<file path="src/rtl/heart_pattern_decoder.sv">
// Receive-side checker for the 12-line column pattern: locks on blank gaps, captures
// one frame of columns, compares against EXP_PATTERN and keeps pass/error counts.
module heart_pattern_decoder #(
    parameter int unsigned             NUM_COLS    = 12,
    parameter int unsigned             BLANK_RUN   = 2,
    parameter logic [12*NUM_COLS-1:0]  EXP_PATTERN =
        144'h038_07C_0FE_1FE_3FC_7F8_7F8_3FC_1FE_0FE_07C_038
) (
    input  logic        clk,
    input  logic        reset,
    input  logic        signal1,
    input  logic        signal2,
    input  logic        signal3,
    input  logic        signal4,
    input  logic        signal5,
    input  logic        signal6,
    input  logic        signal7,
    input  logic        signal8,
    input  logic        signal9,
    input  logic        signal10,
    input  logic        signal11,
    input  logic        signal12,
    output logic        locked,
    output logic        frame_done,
    output logic        frame_ok,
    output logic [4:0]  col_count,
    output logic [15:0] mismatch_mask,
    output logic [15:0] frame_cnt,
    output logic [15:0] err_cnt,
    output logic        overflow
);

    typedef enum logic [2:0] {
        S_HUNT,
        S_ARMED,
        S_CAPTURE,
        S_DONE,
        S_OVERFLOW
    } state_t;

    state_t      r_state;
    logic [11:0] r_col_q;
    logic        r_col_vld;
    logic [3:0]  r_zrun;
    logic [4:0]  r_idx;
    logic [11:0] r_buf [NUM_COLS];

    logic        r_locked;
    logic        r_frame_done;
    logic        r_frame_ok;
    logic [4:0]  r_col_count;
    logic [15:0] r_mask;
    logic [15:0] r_frame_cnt;
    logic [15:0] r_err_cnt;
    logic        r_overflow;

    logic [11:0] w_col_in;
    logic        w_blank;
    logic [15:0] w_mask;
    logic        w_store0;
    logic        w_store_n;

    assign w_col_in = {signal12, signal11, signal10, signal9, signal8, signal7,
                       signal6, signal5, signal4, signal3, signal2, signal1};
    assign w_blank  = (r_col_q == '0);

    function automatic logic [15:0] sat_inc(input logic [15:0] v);
        return (v == '1) ? v : v + 16'd1;
    endfunction

    // Missing columns (k >= captured count) are flagged too, so short frames fail.
    always_comb begin
        w_mask = '0;
        for (int unsigned k = 0; k < NUM_COLS; k++) begin
            if (5'(k) < r_idx)
                w_mask[k] = (r_buf[k] != EXP_PATTERN[12*k +: 12]);
            else
                w_mask[k] = 1'b1;
        end
    end

    assign w_store0  = r_col_vld && !w_blank && (r_state == S_ARMED || r_state == S_DONE);
    assign w_store_n = r_col_vld && !w_blank && (r_state == S_CAPTURE) &&
                       (32'(r_idx) < NUM_COLS);

    always_ff @(posedge clk or negedge reset) begin
        if (!reset) begin
            for (int unsigned k = 0; k < NUM_COLS; k++)
                r_buf[k] <= '0;
        end else if (w_store0) begin
            r_buf[0] <= r_col_q;
        end else if (w_store_n) begin
            for (int unsigned k = 0; k < NUM_COLS; k++)
                if (5'(k) == r_idx)
                    r_buf[k] <= r_col_q;
        end
    end

    // The reset value of r_col_q is not a real sample; r_col_vld keeps it out of the lock count.
    always_ff @(posedge clk or negedge reset) begin
        if (!reset) begin
            r_state      <= S_HUNT;
            r_col_q      <= '0;
            r_col_vld    <= 1'b0;
            r_zrun       <= '0;
            r_idx        <= '0;
            r_locked     <= 1'b0;
            r_frame_done <= 1'b0;
            r_frame_ok   <= 1'b0;
            r_col_count  <= '0;
            r_mask       <= '0;
            r_frame_cnt  <= '0;
            r_err_cnt    <= '0;
            r_overflow   <= 1'b0;
        end else begin
            r_col_q      <= w_col_in;
            r_col_vld    <= 1'b1;
            r_frame_done <= 1'b0;
            r_overflow   <= 1'b0;
            if (r_col_vld) begin
                case (r_state)
                    S_HUNT: begin
                        if (!w_blank) begin
                            r_zrun <= '0;
                        end else if (32'(r_zrun) + 32'd1 >= BLANK_RUN) begin
                            r_zrun   <= '0;
                            r_state  <= S_ARMED;
                            r_locked <= 1'b1;
                        end else begin
                            r_zrun <= r_zrun + 4'd1;
                        end
                    end
                    S_ARMED, S_DONE: begin
                        if (w_blank) begin
                            r_state <= S_ARMED;
                        end else begin
                            r_idx   <= 5'd1;
                            r_state <= S_CAPTURE;
                        end
                    end
                    S_CAPTURE: begin
                        if (w_blank) begin
                            r_state      <= S_DONE;
                            r_frame_done <= 1'b1;
                            r_col_count  <= r_idx;
                            r_mask       <= w_mask;
                            r_frame_ok   <= (w_mask == '0);
                            r_frame_cnt  <= sat_inc(r_frame_cnt);
                            if (w_mask != '0)
                                r_err_cnt <= sat_inc(r_err_cnt);
                        end else if (32'(r_idx) < NUM_COLS) begin
                            r_idx <= r_idx + 5'd1;
                        end else begin
                            r_state    <= S_OVERFLOW;
                            r_overflow <= 1'b1;
                            r_locked   <= 1'b0;
                            r_err_cnt  <= sat_inc(r_err_cnt);
                        end
                    end
                    S_OVERFLOW: begin
                        r_state <= S_HUNT;
                        r_zrun  <= '0;
                    end
                    default: begin
                        r_state  <= S_HUNT;
                        r_zrun   <= '0;
                        r_locked <= 1'b0;
                    end
                endcase
            end
        end
    end

    assign locked        = r_locked;
    assign frame_done    = r_frame_done;
    assign frame_ok      = r_frame_ok;
    assign col_count     = r_col_count;
    assign mismatch_mask = r_mask;
    assign frame_cnt     = r_frame_cnt;
    assign err_cnt       = r_err_cnt;
    assign overflow      = r_overflow;

endmodule

</file>
<file path="config.mk">
export PLATFORM = sky130hd
export DESIGN_NAME = heart_pattern_decoder
export DESIGN_NICKNAME = d
export VERILOG_FILES = /design/src/rtl/heart_pattern_decoder.sv
export SDC_FILE = /design/constraint.sdc
export NUM_CORES = 1
export LEC_CHECK = 0
export BUFFER_PORTS_ARGS = -buffer_cell sky130_fd_sc_hd__buf_2
export CORE_UTILIZATION = 64
export CTS_CLUSTER_DIAMETER = 80
export DETAILED_ROUTE_END_ITERATION = 7
export GPL_TIMING_DRIVEN = 0
export PLACE_DENSITY = 0.95
export SETUP_SLACK_MARGIN = 0.05
export SYNTH_ARGS = -nofsm -noshare
export SYNTH_HDL_FRONTEND = slang
export SYNTH_SLANG_ARGS = --single-unit
</file>
<file path="constraint.sdc">
create_clock -name clk -period 4.2 [get_ports clk]
set_input_delay 1.05 -clock clk [delete_from_list [all_inputs] [get_ports clk]]
set_output_delay 1.05 -clock clk [all_outputs]
set_load 0.03 [all_outputs]
</file>
Yosys cells after proc, flatten, opt, wreduce, memory -nomap -nowiden
Index checks and enable logic that the tools add are counted.

operators by class
  equal/unequal tests = 38
  bitwise operators = 4
  $add $sub $neg = 5
  reductions and logical operators = 36
  mux-type cells = 55
  order comparisons = 14

operators with widths
  operator                                                  number
  2-to-1 mux 12 bit                                         13
  2-to-1 mux 144 bit                                        1
  2-to-1 mux 16 bit                                         4
  AND reduction 3 bit                                       12
  adder 16 x 1 -> 16 bit (second input constant)            2
  equality test 16 bit (second input constant)              2
  inequality test 12 x 10 -> 1 bit (second input constant)  2
  inequality test 12 x 11 -> 1 bit (second input constant)  2
  inequality test 12 x 6 -> 1 bit (second input constant)   2
  inequality test 12 x 7 -> 1 bit (second input constant)   2
  inequality test 12 x 8 -> 1 bit (second input constant)   2
  inequality test 12 x 9 -> 1 bit (second input constant)   2
  2-to-1 mux 1 bit                                          23
  equality test 3 x 5 -> 1 bit (first input constant)       4
  equality test 4 x 5 -> 1 bit (first input constant)       4
  < comparator 3 x 5 -> 1 bit (first input constant)        4
  < comparator 4 x 5 -> 1 bit (first input constant)        4
  zero test 16 bit                                          1
  nonzero test 16 bit                                       1
  2-to-1 mux 5 bit                                          3
  zero test 12 bit                                          1
  2-to-1 mux 3 bit                                          4
  inequality test 2 bit (second input constant)             6
  AND reduction 4 bit                                       3
  other kinds (32)                                          48

word-level totals
  register bits after elaboration = 222
  output and inout bits = 57
  word-level logic and storage cells = 177

Logic depth before layout (Yosys ltp)
  depth in word-level cells = 7
  gate-level depth with buffers = 9

Worst setup path after synthesis
Ideal clock, no wire load.

  kind = reg-to-reg
  start = register r_buf[45] (netlist name)
  end = register r_err_cnt[9], in the netlist err_cnt[9]
  path buffers = 1
  clock period less this slack = 2.685 ns
  setup slack = 1.515 ns
  stages on the path, launching flop included = 9
  arrival = 2.547 ns
  cell sequence = dfrtp_1 or4b_2 nor4_1 o211ai_1 or4_4 o21ai_4 buf_4 nor2_1 xor2_1

between the ends
  word-level cells in the longest chain between the ends = 5

ends and longest elaborated chain
  item                                      line  RTL
  start: declaration                        46    logic [11:0] r_buf [NUM_COLS];
  start signal: indexed assignment          95    r_buf[k] <= r_col_q;
  inequality test 12 x 9 -> 1 bit           76    w_mask[k] = (r_buf[k] != EXP_PATTERN[12*k +: 12]);
  2-to-1 mux 1 bit                          75    if (5'(k) < r_idx)
  nonzero test 16 bit                       149   if (w_mask != '0)
  inequality test 2 x 1 -> 1 bit (no line)  n/a
  AND reduction 4 bit (no line)             n/a
  end signal: assignment                    150   r_err_cnt <= sat_inc(r_err_cnt);
  end signal: assignment                    157   r_err_cnt <= sat_inc(r_err_cnt);
  end: declaration                          54    logic [15:0] r_err_cnt;

No other way between the ends.
A chain may end at the register's enable or synchronous reset.

Worst setup path in the final report
  start = register r_idx[1]
  end = register r_err_cnt[10], in the netlist err_cnt[10]

between the ends
  word-level cells in the longest chain between the ends = 5
  elaborated cells on any way between the ends = 29
  classes of those cells = order compare (13); eq/ne (2); mux (12); reduce/logical (2)

ends and longest elaborated chain
  item                                                 line  RTL
  start: declaration                                   45    logic [4:0] r_idx;
  start signal: assignment                             152   r_idx <= r_idx + 5'd1;
  < comparator 1 x 5 -> 1 bit (tied with other cells)  75
  2-to-1 mux 1 bit                                     75
  nonzero test 16 bit                                  149
  inequality test 2 x 1 -> 1 bit (no line)             n/a
  AND reduction 4 bit (no line) (*)                    n/a

Every way passes the cells marked *; elsewhere a longest branch is shown, timed or not.

==> results.ini <==
[power_and_ir_drop]
comb_power_share_pct = 2.1
ir_worst_vdd_uv = 293
p_int_mw = 3.39
power_density_mw_per_mm2 = 409
seqPwrFrac_pct = 50.3
power_switching_mw = 0.894
p_total_mw = 4.28
clkPwrFrac_pct = 47.6
power_leakage_nw = 5.36
p_sw_share_pct = 20.9

[placed_design]
gp_congestion = 0.894
dp_hpwl_um = 13800
pre_cts_ws_ns = 0.473
dpl_cell_area_mm2 = 0.00971
portBuffers = 66
dp_cells = 928

[drt]
drtAntennaViolNets = 0
via_per_inst = 6.53
totalWireLength_um = 22900
vias = 6313
wl_per_cell_um = 23.7
drt_first_pass_iters = 4
drc_errors = 0
drtIter0Drc = 525

[clocking]
clk_pin_slew_worst_paths_ns = 0.07
cts_tree = built
cts_setup_buffers = 0
clock-sinks = 222
cts_resized = 0
cts_buffer_depth = 3
cts_max_level = 1
clk_latency_ns = 0.51
numCtsBuffers = 22
holdBufCountCts = 0
clockRootBuffer = clkbuf_16

[sta]
fmax_mhz = 264
period_minus_slack_ns = 3.78
timing.final.ws_setup_ns = 0.417
report.final.slew_viol_count = 0
rsz0062_at_grt = no
worst_pin_slew_ns = 1.22
skew_ns = 0.00894
finalHoldViolCount = 0
max_slew_margin_pct = 16.8
finalSetupViolCount = 0
fin_crit_sh_pct = 90.1
holdWs_ns = 0.489

[final_layout]
stdcell_count = 967
drive_above_1_share_pct = 33.5
n_antenna_cell = 0
nFillCells = 756
fin_area_mm2 = 0.0105
fin_nets = 793
area_delta_synth_final_pct = 14.9

[critical_path]
cp.arrival_ns = 4.17
end_kind = flip-flop
rrSetupSlack_ns = 0.42
start_kind = flip-flop
r2r_start = r_idx[1]$_DFFE_PN0P_
worstPathRequired_ns = 4.58
r2r_end = err_cnt[10]$_DFFE_PN0P_
critPathMaxFanout = 10
worstRegToRegCells = 9
worstSetupPathType = flip-flop to flip-flop

[outcome]
status = finished clean

[hold_path]
hold_path_depth = 1
min_delay_worst_endpoint = frame_cnt[10]$_DFFE_PN0P_
min_from = frame_cnt[10]$_DFFE_PN0P_
hold_path_class = flip-flop to flip-flop

[yosys]
syn_avg_cell_area_um2 = 13.4
synth_top_family_by_area = multiplexers
synth-compound-area-share_pct = 2.94
ys_top_cells_by_area = dfrtp_1 (61%), mux2_2 (19%), nand2_1 (1.9%)
ys.flop_type = dfrtp_1
yosys.area_share.xor_xnor_pct = 2.98
yosysWarnings = 0
synth.area.mux_share_pct = 18.9
synth_seq_cells = 222
syn_inst = 678
ys_seq_area_share_pct = 61.0
netlist_area_mm2 = 0.00911
yosysUniqueCellTypes = 49
synth-adder-area-share_pct = 0.962
yosysTopAreaCell = dfrtp_1
synth_edf_count = 0
async_flop_share_pct = 100
synth.top_cell.area_share_pct = 61.0
yosys.area_share.simple_pct = 11.0

[floorplan]
top_level_ports = 71
start_util_pct = 65.6
num_rows = 43
fp.dieH_um = 121
design.die.area_mm2 = 0.0147
die_x_um = 121
core_area_mm2 = 0.0139

[grt]
first_global_vias = 6646
grt_pass1_wl_um = 35400
antenna_found_initial = 0
grt_max_degree = 123
overflow = 0
groute.usage.overall_pct = 32.1

[flow_run]
maxCapViolCount = 0

-- worst max path at each step --
stage | start | to | slack, ns | cells past startpoint
2_1_floorplan | r_buf[45]$_DFFE_PN0P_ | err_cnt[9]$_DFFE_PN0P_ | 1.52 | 8
3_3_place_gp | reset | r_buf[90]$_DFFE_PN0P_ | -1.16 | 1
3_5_place_dp | r_idx[1]$_DFFE_PN0P_ | err_cnt[10]$_DFFE_PN0P_ | 0.47 | 9
4_1_cts | r_idx[1]$_DFFE_PN0P_ | err_cnt[10]$_DFFE_PN0P_ | 0.47 | 9
5_1_grt | r_idx[1]$_DFFE_PN0P_ | err_cnt[10]$_DFFE_PN0P_ | 0.34 | 9
6_report | r_idx[1]$_DFFE_PN0P_ | err_cnt[10]$_DFFE_PN0P_ | 0.42 | 9
-- cell families after synthesis --
| kind of cell | count (synthesis) |
|---|---|
| fa+ha+maj | 7 |
| xor+xnor | 31 |
| other cells | 2 |
| compound gates | 39 |
| buf+inv | 46 |
| mux | 153 |
| simple gates | 178 |
| flops | 222 |
-- metrics by stage --
stage	TNS, ns	util (%)
after global placement	-254.95	69.7
after CTS	0	75.4
after global routing	0	75.4
after detailed placement	0	70.0
final	0	75.4
after floorplan	0	-
-- synth_stat cells, types with 11 or more instances --
library cell    n
nand3_1        14
nand4b_1       11
o21ai_0        11
xor2_1         18
nand4_1        16
nand2_1        47
dfrtp_1       222
nor4_1         11
nor3_1         11
xnor2_1        13
nor2_1         27
clkbuf_1       29
mux2_2        153
-- flip-flops by register name, indices dropped and copies added (netlist names), 3 cells and up --
register	flops
r_col_q	12
mismatch_mask	12
col_count	5
r_zrun	4
r_buf	144
err_cnt	16
frame_cnt	16
r_idx	5
r_state	3
-- layout by cell type (no fill, tap or decap), types with 13 or more instances in the layout --
master / netlist / routed
dfrtp_1: 222 / 222
nand2_1: 47 / 47
xor2_1: 18 / 18
nand3_1: 14 / 14
clkbuf_16: 0 / 23
clkbuf_1: 29 / 34
nor2_1: 27 / 27
mux2_2: 153 / 153
xnor2_1: 13 / 13
nand4_1: 16 / 16
buf_2: 0 / 65
-- critical path, cell delays in order (launching register included) --
cell and delay [ns]:
dfrtp_1 0.40, clkbuf_1 0.32, o21ai_0 0.23, a2111oi_0 1.10
o211ai_1 0.24, or4_4 0.61, o21ai_4 0.28, buf_4 0.23
nor2_1 0.09, xor2_1 0.15
-- power by group through the flow --
stage          clock (mW)  combinational (mW)  sequential (mW)
2_1_floorplan           0              0.0218             2.19
3_3_place_gp            0              0.0831             2.19
3_5_place_dp            0              0.0911             2.19
4_1_cts              2.04              0.0916             2.15
5_1_grt              2.14               0.101             2.15
6_report             2.04              0.0908             2.15
-- per-layer routing --
layer,part of all wire [%],global-route usage (%),up-vias
li1,-,-,2597
met1,37,38.0,3205
met2,50,54.0,386
met3,7.7,6.25,125
met4,6.0,19.7,0
met5,0,0,-
-- area by class of cell --
class	instances	area (µm²)	share of cell area, %
plain buffers	38	161	1.54
clock buffers	34	677	6.47
clock inverters	5	75.1	0.718
inverters	8	30.0	0.287
multi-input cells	413	3370	32.2
flip-flops and latches	222	5560	53.1
well taps	180	225	2.15
repair buffers	67	368	3.52
Power figures use the tool's default switching activity.
